$ cat src/rtl/rv_mem_pkg.sv
// Shared types for the RV32I memory stage: load/store size codes,
// writeback source selects and the data-memory handshake FSM states.
package rv_mem_pkg;

  typedef enum logic [2:0] {
    LS_B  = 3'b000,
    LS_H  = 3'b001,
    LS_W  = 3'b010,
    LS_BU = 3'b100,
    LS_HU = 3'b101
  } ls_size_e;

  localparam logic [1:0] ALU_SRC = 2'b00;
  localparam logic [1:0] MEM_SRC = 2'b01;
  localparam logic [1:0] PC_SRC  = 2'b10;

  typedef enum logic [1:0] {
    IDLE = 2'd0,
    REQ  = 2'd1,
    RESP = 2'd2
  } mem_state_e;

  // Halfwords need an even address, words need a 4-byte aligned address.
  function automatic logic is_misaligned(input logic [2:0] funct3, input logic [1:0] addr_lo);
    logic r;
    case (ls_size_e'(funct3))
      LS_H, LS_HU: r = addr_lo[0];
      LS_W:        r = (addr_lo != 2'b00);
      default:     r = 1'b0;
    endcase
    return r;
  endfunction

endpackage

$ cat src/rtl/mem_lane_align.sv
// Byte-lane steering for the data memory: store byte enables and lane-replicated
// write data, plus load byte/half extraction with sign or zero extension.
module mem_lane_align
  import rv_mem_pkg::*;
(
  input  logic [2:0]  i_funct3,
  input  logic [1:0]  i_addr_lo,
  input  logic [31:0] i_store_data,
  input  logic [31:0] i_load_word,
  output logic [3:0]  o_be,
  output logic [31:0] o_wdata,
  output logic [31:0] o_load_data
);

  logic [7:0]  w_byte;
  logic [15:0] w_half;

  always_comb begin
    w_byte = i_load_word[7:0];
    case (i_addr_lo)
      2'd0:    w_byte = i_load_word[7:0];
      2'd1:    w_byte = i_load_word[15:8];
      2'd2:    w_byte = i_load_word[23:16];
      default: w_byte = i_load_word[31:24];
    endcase
  end

  assign w_half = i_addr_lo[1] ? i_load_word[31:16] : i_load_word[15:0];

  always_comb begin
    o_be        = 4'b1111;
    o_wdata     = i_store_data;
    o_load_data = i_load_word;
    case (ls_size_e'(i_funct3))
      LS_B: begin
        o_be        = 4'b0001 << i_addr_lo;
        o_wdata     = {4{i_store_data[7:0]}};
        o_load_data = {{24{w_byte[7]}}, w_byte};
      end
      LS_BU: begin
        o_be        = 4'b0001 << i_addr_lo;
        o_wdata     = {4{i_store_data[7:0]}};
        o_load_data = {24'd0, w_byte};
      end
      LS_H: begin
        o_be        = 4'b0011 << {i_addr_lo[1], 1'b0};
        o_wdata     = {2{i_store_data[15:0]}};
        o_load_data = {{16{w_half[15]}}, w_half};
      end
      LS_HU: begin
        o_be        = 4'b0011 << {i_addr_lo[1], 1'b0};
        o_wdata     = {2{i_store_data[15:0]}};
        o_load_data = {16'd0, w_half};
      end
      default: begin
        o_be        = 4'b1111;
        o_wdata     = i_store_data;
        o_load_data = i_load_word;
      end
    endcase
  end

endmodule

$ cat src/rtl/stage_mem_access.sv
// RV32I memory stage: M pipeline register, data-memory handshake FSM and lane alignment.
// Optional macro MISALIGN_TRAP_EN flags misaligned H/W accesses instead of issuing them.
module stage_mem_access
  import rv_mem_pkg::*;
#(
  parameter int ADDR_W = 32,
  parameter int DATA_W = 32
) (
  input  logic              clk,
  input  logic              rst,
  input  logic              flushM,
  input  logic [1:0]        regSrcE,
  input  logic              regWriteE,
  input  logic              csrWriteE,
  input  logic              memReadE,
  input  logic              memWriteE,
  input  logic [2:0]        funct3E,
  input  logic [4:0]        rdAddrE,
  input  logic [11:0]       csrAddrE,
  input  logic [DATA_W-1:0] aluResultE,
  input  logic [DATA_W-1:0] writeDataE,
  input  logic [DATA_W-1:0] pcPlus4E,
  input  logic [DATA_W-1:0] csrResultE,
  output logic              stallM,
  output logic              dmemReq,
  output logic              dmemWe,
  output logic [ADDR_W-1:0] dmemAddr,
  output logic [DATA_W-1:0] dmemWdata,
  output logic [3:0]        dmemBe,
  input  logic              dmemReady,
  input  logic              dmemRvalid,
  input  logic [DATA_W-1:0] dmemRdata,
  output logic              misalignM,
  output logic [1:0]        regSrcM,
  output logic              regWriteM,
  output logic              csrWriteM,
  output logic [4:0]        rdAddrM,
  output logic [11:0]       csrAddrM,
  output logic [DATA_W-1:0] aluResultM,
  output logic [DATA_W-1:0] pcPlus4M,
  output logic [DATA_W-1:0] csrResultM,
  output logic [DATA_W-1:0] readDataM,
  output logic [1:0]        dbgStateM
);

  logic [1:0]        r_regSrc;
  logic              r_regWrite, r_csrWrite, r_memRead, r_memWrite;
  logic [2:0]        r_funct3;
  logic [4:0]        r_rdAddr;
  logic [11:0]       r_csrAddr;
  logic [DATA_W-1:0] r_aluResult, r_writeData, r_pcPlus4, r_csrResult;
  mem_state_e        r_state, w_next;

  logic              w_mem_op, w_misalign, w_issue;
  logic              w_req, w_stall, w_load_done;
  logic [3:0]        w_be;
  logic [31:0]       w_wdata, w_load_data;

  always_ff @(posedge clk or negedge rst) begin
    if (!rst) begin
      r_regSrc    <= '0;
      r_regWrite  <= 1'b0;
      r_csrWrite  <= 1'b0;
      r_memRead   <= 1'b0;
      r_memWrite  <= 1'b0;
      r_funct3    <= '0;
      r_rdAddr    <= '0;
      r_csrAddr   <= '0;
      r_aluResult <= '0;
      r_writeData <= '0;
      r_pcPlus4   <= '0;
      r_csrResult <= '0;
    end else if (!w_stall) begin
      if (flushM) begin
        r_regSrc    <= '0;
        r_regWrite  <= 1'b0;
        r_csrWrite  <= 1'b0;
        r_memRead   <= 1'b0;
        r_memWrite  <= 1'b0;
        r_funct3    <= '0;
        r_rdAddr    <= '0;
        r_csrAddr   <= '0;
        r_aluResult <= '0;
        r_writeData <= '0;
        r_pcPlus4   <= '0;
        r_csrResult <= '0;
      end else begin
        r_regSrc    <= regSrcE;
        r_regWrite  <= regWriteE;
        r_csrWrite  <= csrWriteE;
        r_memRead   <= memReadE;
        r_memWrite  <= memWriteE;
        r_funct3    <= funct3E;
        r_rdAddr    <= rdAddrE;
        r_csrAddr   <= csrAddrE;
        r_aluResult <= aluResultE;
        r_writeData <= writeDataE;
        r_pcPlus4   <= pcPlus4E;
        r_csrResult <= csrResultE;
      end
    end
  end

  assign w_mem_op = r_memRead | r_memWrite;

`ifdef MISALIGN_TRAP_EN
  assign w_misalign = w_mem_op & is_misaligned(r_funct3, r_aluResult[1:0]);
`else
  assign w_misalign = 1'b0;
`endif

  assign w_issue = w_mem_op & ~w_misalign;

  always_ff @(posedge clk or negedge rst) begin
    if (!rst) r_state <= IDLE;
    else      r_state <= w_next;
  end

  // Handshake: a request is transferred on any cycle with dmemReq & dmemReady; the
  // request and its addr/we/be/wdata stay stable until then. Load data arrives on a
  // later cycle with dmemRvalid, which only counts while waiting in RESP.
  always_comb begin
    w_next      = r_state;
    w_req       = 1'b0;
    w_stall     = 1'b0;
    w_load_done = 1'b0;
    case (r_state)
      IDLE: begin
        if (w_issue) begin
          w_req = 1'b1;
          if (dmemReady) begin
            if (!r_memWrite) begin
              w_next  = RESP;
              w_stall = 1'b1;
            end
          end else begin
            w_next  = REQ;
            w_stall = 1'b1;
          end
        end
      end
      REQ: begin
        w_req   = 1'b1;
        w_stall = 1'b1;
        if (dmemReady) begin
          if (r_memWrite) begin
            w_next  = IDLE;
            w_stall = 1'b0;
          end else begin
            w_next = RESP;
          end
        end
      end
      RESP: begin
        w_stall = 1'b1;
        if (dmemRvalid) begin
          w_stall     = 1'b0;
          w_load_done = 1'b1;
          w_next      = IDLE;
        end
      end
      default: w_next = IDLE;
    endcase
  end

  mem_lane_align u_align (
    .i_funct3     (r_funct3),
    .i_addr_lo    (r_aluResult[1:0]),
    .i_store_data (r_writeData),
    .i_load_word  (dmemRdata),
    .o_be         (w_be),
    .o_wdata      (w_wdata),
    .o_load_data  (w_load_data)
  );

  assign stallM     = w_stall;
  assign dmemReq    = w_req;
  assign dmemWe     = w_req & r_memWrite;
  assign dmemAddr   = {r_aluResult[ADDR_W-1:2], 2'b00};
  assign dmemWdata  = r_memWrite ? w_wdata : '0;
  assign dmemBe     = w_issue ? w_be : 4'b0000;
  assign misalignM  = w_misalign;
  assign readDataM  = w_load_done ? w_load_data : '0;

  // Writeback sees a bubble while stalled or trapped; everything else is held as-is.
  assign regWriteM  = r_regWrite & ~w_stall & ~w_misalign;
  assign csrWriteM  = r_csrWrite & ~w_stall & ~w_misalign;
  assign regSrcM    = r_regSrc;
  assign rdAddrM    = r_rdAddr;
  assign csrAddrM   = r_csrAddr;
  assign aluResultM = r_aluResult;
  assign pcPlus4M   = r_pcPlus4;
  assign csrResultM = r_csrResult;
  assign dbgStateM  = r_state;

endmodule

$ cat config.mk
export PLATFORM = sky130hd
export DESIGN_NAME = stage_mem_access
export DESIGN_NICKNAME = d
export VERILOG_FILES = /design/src/rtl/rv_mem_pkg.sv /design/src/rtl/mem_lane_align.sv /design/src/rtl/stage_mem_access.sv
export SDC_FILE = /design/constraint.sdc
export NUM_CORES = 1
export LEC_CHECK = 0
export ABC_AREA = 1
export CORE_UTILIZATION = 30
export DETAILED_ROUTE_END_ITERATION = 8
export PLACE_DENSITY_LB_ADDON = 0.25
export SLEW_MARGIN = 20
export SYNTH_ARGS = -nofsm -noshare
export SYNTH_HDL_FRONTEND = slang
export SYNTH_SLANG_ARGS = --single-unit
export TNS_END_PERCENT = 10
$ cat constraint.sdc
create_clock -name clk -period 2.65 [get_ports clk]
set_clock_uncertainty 0.05 [all_clocks]
set_input_delay 0.3975 -clock clk [delete_from_list [all_inputs] [get_ports clk]]
set_output_delay 0.3975 -clock clk [all_outputs]
set_load 0.05 [all_outputs]
# == After elaboration in Yosys (flattened, before gate mapping) ==
# Index checks and enable logic that the tools add are counted.
# Widths: inputs -> output; s select.
# op_classes
n_eq_ne,11
shift,2
muxes,36
bitwise_logic,5
reduce_logical,6
# ops
cell,n
$mux 32,6
$pmux 32 s4,1
$pmux 32 s2,1
$pmux 8 s3,1
$mux 16,1
$mux 2,7
$mux 12,1
$mux 1,11
$pmux 4 s2,1
$eq 3x3->1 const B,2
$ne 2x2->1 const B,3
$pmux 2 s3,1
$mux 5,1
$eq 2x1->1 const B,2
$eq 2x2->1 const B,2
$logic_not 2->1,2
$mux 4,1
$reduce_and 4->1,1
$reduce_or 2->1,2
$shl 1x2->4 const A,1
$shl 2x2->4 const A,1
$and 1x1->1,3
$eq 3x1->1 const B,1
$logic_not 3->1,1
other kinds (6),6
# totals
register_bits,156
inputBits,191
output_inout_bits,223
wordCells,73

# == Depth between registers and ports, before layout ==
# depth
ltp_word,6
mapped_depth,9
mapped_depth_nobuf,8

# == Modules after synthesis ==
# Synthesis repeated with hierarchy kept, for this count alone.
# hier_totals
hier_cells,1449
area_unflattened_um2,9726.8
# modules_own_cells
module,instances,cells_each,area_per_inst_um2,seq_area_each_um2
stage_mem_access,1,1214,8602.0,3903.7
mem_lane_align,1,235,1124.8,0.0

# == Worst setup path after synthesis ==
# No wires, ideal clock.
# synth_timing
path_type,register -> output
start,"register r_aluResult[1], in the netlist aluResultM[1]"
end,output port dmemBe[1]
arrival_time_ns,2.249
t_required_ns,2.203
setup_slack_ns,-0.047
stages_incl_launch_ff,6
n_path_buf,2
cell_sequence,dfrtp_1 buf_2 inv_1 buf_2 a21oi_1 nor3_1
# synth_via
elab_chain_len,3
elab_cells_between_ends,4
classes_between,shift: 2; mux: 2
# synth_lines
item,line_no,source
start: declaration,stage_mem_access.sv:51,"logic [DATA_W-1:0] r_aluResult, r_writeData, r_pcPlus4, r_csrResult;"
start signal: assignment,stage_mem_access.sv:96,r_aluResult <= aluResultE;
$shl 2x2->4 / $shl 1x2->4 (equally long branches),-,
$pmux 4 s2 *,mem_lane_align.sv:34,case (ls_size_e'(i_funct3))
$mux 4 *,stage_mem_access.sv:181,assign dmemBe = w_issue ? w_be : 4'b0000;
end: declaration,stage_mem_access.sv:29,"output logic [3:0] dmemBe,"
# Mark *: on every way between the ends. The rest lies on a longest branch, timed or not.

# == Final worst setup path ==
# layout_timing
start,"register r_state[0], in the netlist dbgStateM[0]"
end,output port readDataM[2]
# layout_via
elab_chain_len,3
# layout_lines
item,line_no,source
start: declaration,stage_mem_access.sv:52,"mem_state_e r_state, w_next;"
start signal: assignment,stage_mem_access.sv:116,else r_state <= w_next;
$eq 2x2->1,stage_mem_access.sv:127,case (r_state)
$mux 1,stage_mem_access.sv:127,
$mux 32,stage_mem_access.sv:183,assign readDataM = w_load_done ? w_load_data : '0;
end: declaration,stage_mem_access.sv:42,"output logic [DATA_W-1:0] readDataM,"
# Every way passes these cells.

==> impl_metrics.tcl <==
set metrics [dict create \
    drt_first_pass_iters 5 \
    drc 0 \
    grt_pass1_vias 7841 \
    leakagePower_nw 5.71 \
    synth_compound_area_share_pct 15.1 \
    rsz0062_at_grt "yes" \
    final-max-slew-violation-count 0 \
    ctsRootBufferMaster "clkbuf_16" \
    nNetsFinal 1515 \
    ys_ff_latch 156 \
    syn_avg_cell_area_um2 7.92 \
    wirelength_um 29100 \
    drive_gt1_share_pct 12.2 \
    cp_max_fo 9 \
    cts_buffers 17 \
    synth_area_leaders "dfrtp_1 (51%), nand2_1 (15%), o21ai_0 (11%)" \
    synth-warning-count 0 \
    track_usage_pct 22.4 \
    seq_area_frac_synth_pct 50.9 \
    place_inst 1633 \
    maxCapViolCount 0 \
    port_buffers 410 \
    ios 414 \
    areaGrowthSynthToFinish_pct 71.9 \
    worstPathArrival_ps 2060 \
    grt_first_pass_wirelength_um 45100 \
    synth_top_family_by_area "simple AND/OR/NAND/NOR gates" \
    crit_required_ps 2200 \
    dr.first_iter.drc_count 550 \
    cts-htree-levels 4 \
    fp.dieH_um 162 \
    synthMuxAreaShare_pct 0 \
    fin_crit_sh_pct 94.6 \
    status "complete, no violations" \
    cts.sinks 156 \
    syn_area_um2 7670 \
    hold_violations 0 \
    die_area_um2 26200 \
    synthXorXnorAreaFrac_pct 0 \
    detailed_place_hpwl_um 21900 \
    rows 58 \
    path_clk_slew_ps 70 \
    synthDistinctLibCells 28 \
    hold_path.class "primary input to async pin" \
    routabilityCongestion 0.886 \
    final_common_cell "clkdlybuf4s50_1" \
    grt_max_degree 139 \
    setup.worst_path.end_class "output port" \
    yosys.area_share.simple_pct 23.1 \
    viasPerCell 4.62 \
    yosysTopAreaCell "dfrtp_1" \
    fin_total_pwr_mw 17.2 \
    fin_crit_ps 2510 \
    grt_overflow 0 \
    ir_drop_mv 0.725 \
    relSlewSlack_pct 56.3 \
    drtAntennaViolNets 0 \
    start_util_pct 30.6 \
    instances_no_fill 1669 \
    setup-violations-final 0 \
    tns_ps 0 \
    worstMarginPinSlew_ps 653 \
    post_drt_wl_per_cell_um 17.4 \
    fmax_mhz 399 \
    crit_type "flip-flop to output port" \
    cts_buffer_depth 2 \
    vias 7714 \
    syn_inst 969 \
    die_x_um 162 \
    layout_common_cells "clkdlybuf4s50_1 (342), nand2_1 (300), o21ai_0 (166)" \
    synth_top_area_share_pct 50.9 \
    critPathLaunchType "flip-flop" \
    synthAdderAreaFrac_pct 0 \
    power_density_nw_per_um2 1300 \
    fp.coreArea_um2 25100 \
    antenna_found_initial 4 \
    clock_latency_ps 410 \
    num-fill-cells 2388 \
    cts_tree "yes" \
]
-- report_power, final --
part           leakage [nW]  internal, mW  total [mW]  switching, mW
registers              2.03          3.27        3.89          0.613
logic                  3.39          3.49        10.7           7.25
clock network         0.298          1.53        2.58           1.05
-- worst max-delay path, stage by stage (launching register included) --
cell and delay, ps:
dfrtp_1 420, inv_1 160, nand3_1 160, inv_1 230, buf_4 210, o21ai_0 90
nor2_1 200, buf_12 170
-- worst paths after layout --
path	startpoint	to	slack, ps	cells past startpoint
worst max-delay path	dbgStateM[0]	readDataM[2]	140	7
worst min-delay path	rst	csrResultM[16]	430	2
worst max register to register	r_memWrite	aluResultM[15]	660	7
worst min register to register	csrResultM[31]	csrResultM[31]	430	2
max in group asynchronous	rst	rdAddrM[4]	1370	3
min in group clk	csrResultM[31]	csrResultM[31]	430	2
-- layer usage --
metal / track usage, % / vias to the layer above / share of wire (%)
li1: - / 3808 / -
met1: 26.1 / 3575 / 39
met2: 39.3 / 305 / 51
met3: 6.74 / 26 / 8.2
met4: 6.82 / 0 / 1.9
met5: 0 / - / 0
-- registers in the layout, indices dropped and copies added (netlist names) --
name and cells:
r_memRead 1, csrResultM 32, r_regWrite 1, pcPlus4M 32, r_writeData 32, r_funct3 3
rdAddrM 5, aluResultM 32, dbgStateM 2, csrAddrM 12, r_memWrite 1, regSrcM 2
r_csrWrite 1
-- cell usage after synthesis, drive strengths merged --
library cell and number:
nor3 1, dfrtp 156, o22ai 1, nand3 20
nor2 70, a211oi 3, nor3b 1, nand4 32
clkbuf 28, buf 72, o21ai 184, inv 62
nand2 305, a221oi 7, a21oi 26, conb 1
-- final cells by class --
type / instances / area (um^2) / area share (%)
inverter: 62 / 235 / 1.78
timing repair buffer: 434 / 4960 / 37.6
sequential: 156 / 3910 / 29.6
antenna: 3 / 7.51 / 0.0569
clock inverter: 13 / 180 / 1.37
clock buffer: 18 / 439 / 3.33
multi-input combinational: 653 / 3050 / 23.1
tap: 330 / 413 / 3.13
-- timing repair --
action	4_1_cts	5_1_grt
pin swaps	0	2
hold buffers	1	0
gates resized for setup	15	14
endpoints found under the hold margin	47	0
setup endpoints to repair	21	30
buffers inserted	0	1
cloned	0	0
-- per-stage QoR --
stage	instance area, um^2	hold WS, ps	setup slack, ps	utilization, %
2_1_floorplan	7680	51.9	-22.0	-
3_3_place_gp	12400	318	274	49.6
3_5_place_dp	12400	316	230	49.6
4_1_cts	13100	422	-10.1	52.3
5_1_grt	13200	451	-4.19	52.5
6_report	13200	430	144	52.5
-- cell families after synthesis --
kind of cell / Yosys count
other: 1
DFF: 156
and+or+nand+nor: 429
buffers and inverters: 162
AOI/OAI and AO/OA: 221
Power figures use the tool's default switching activity.
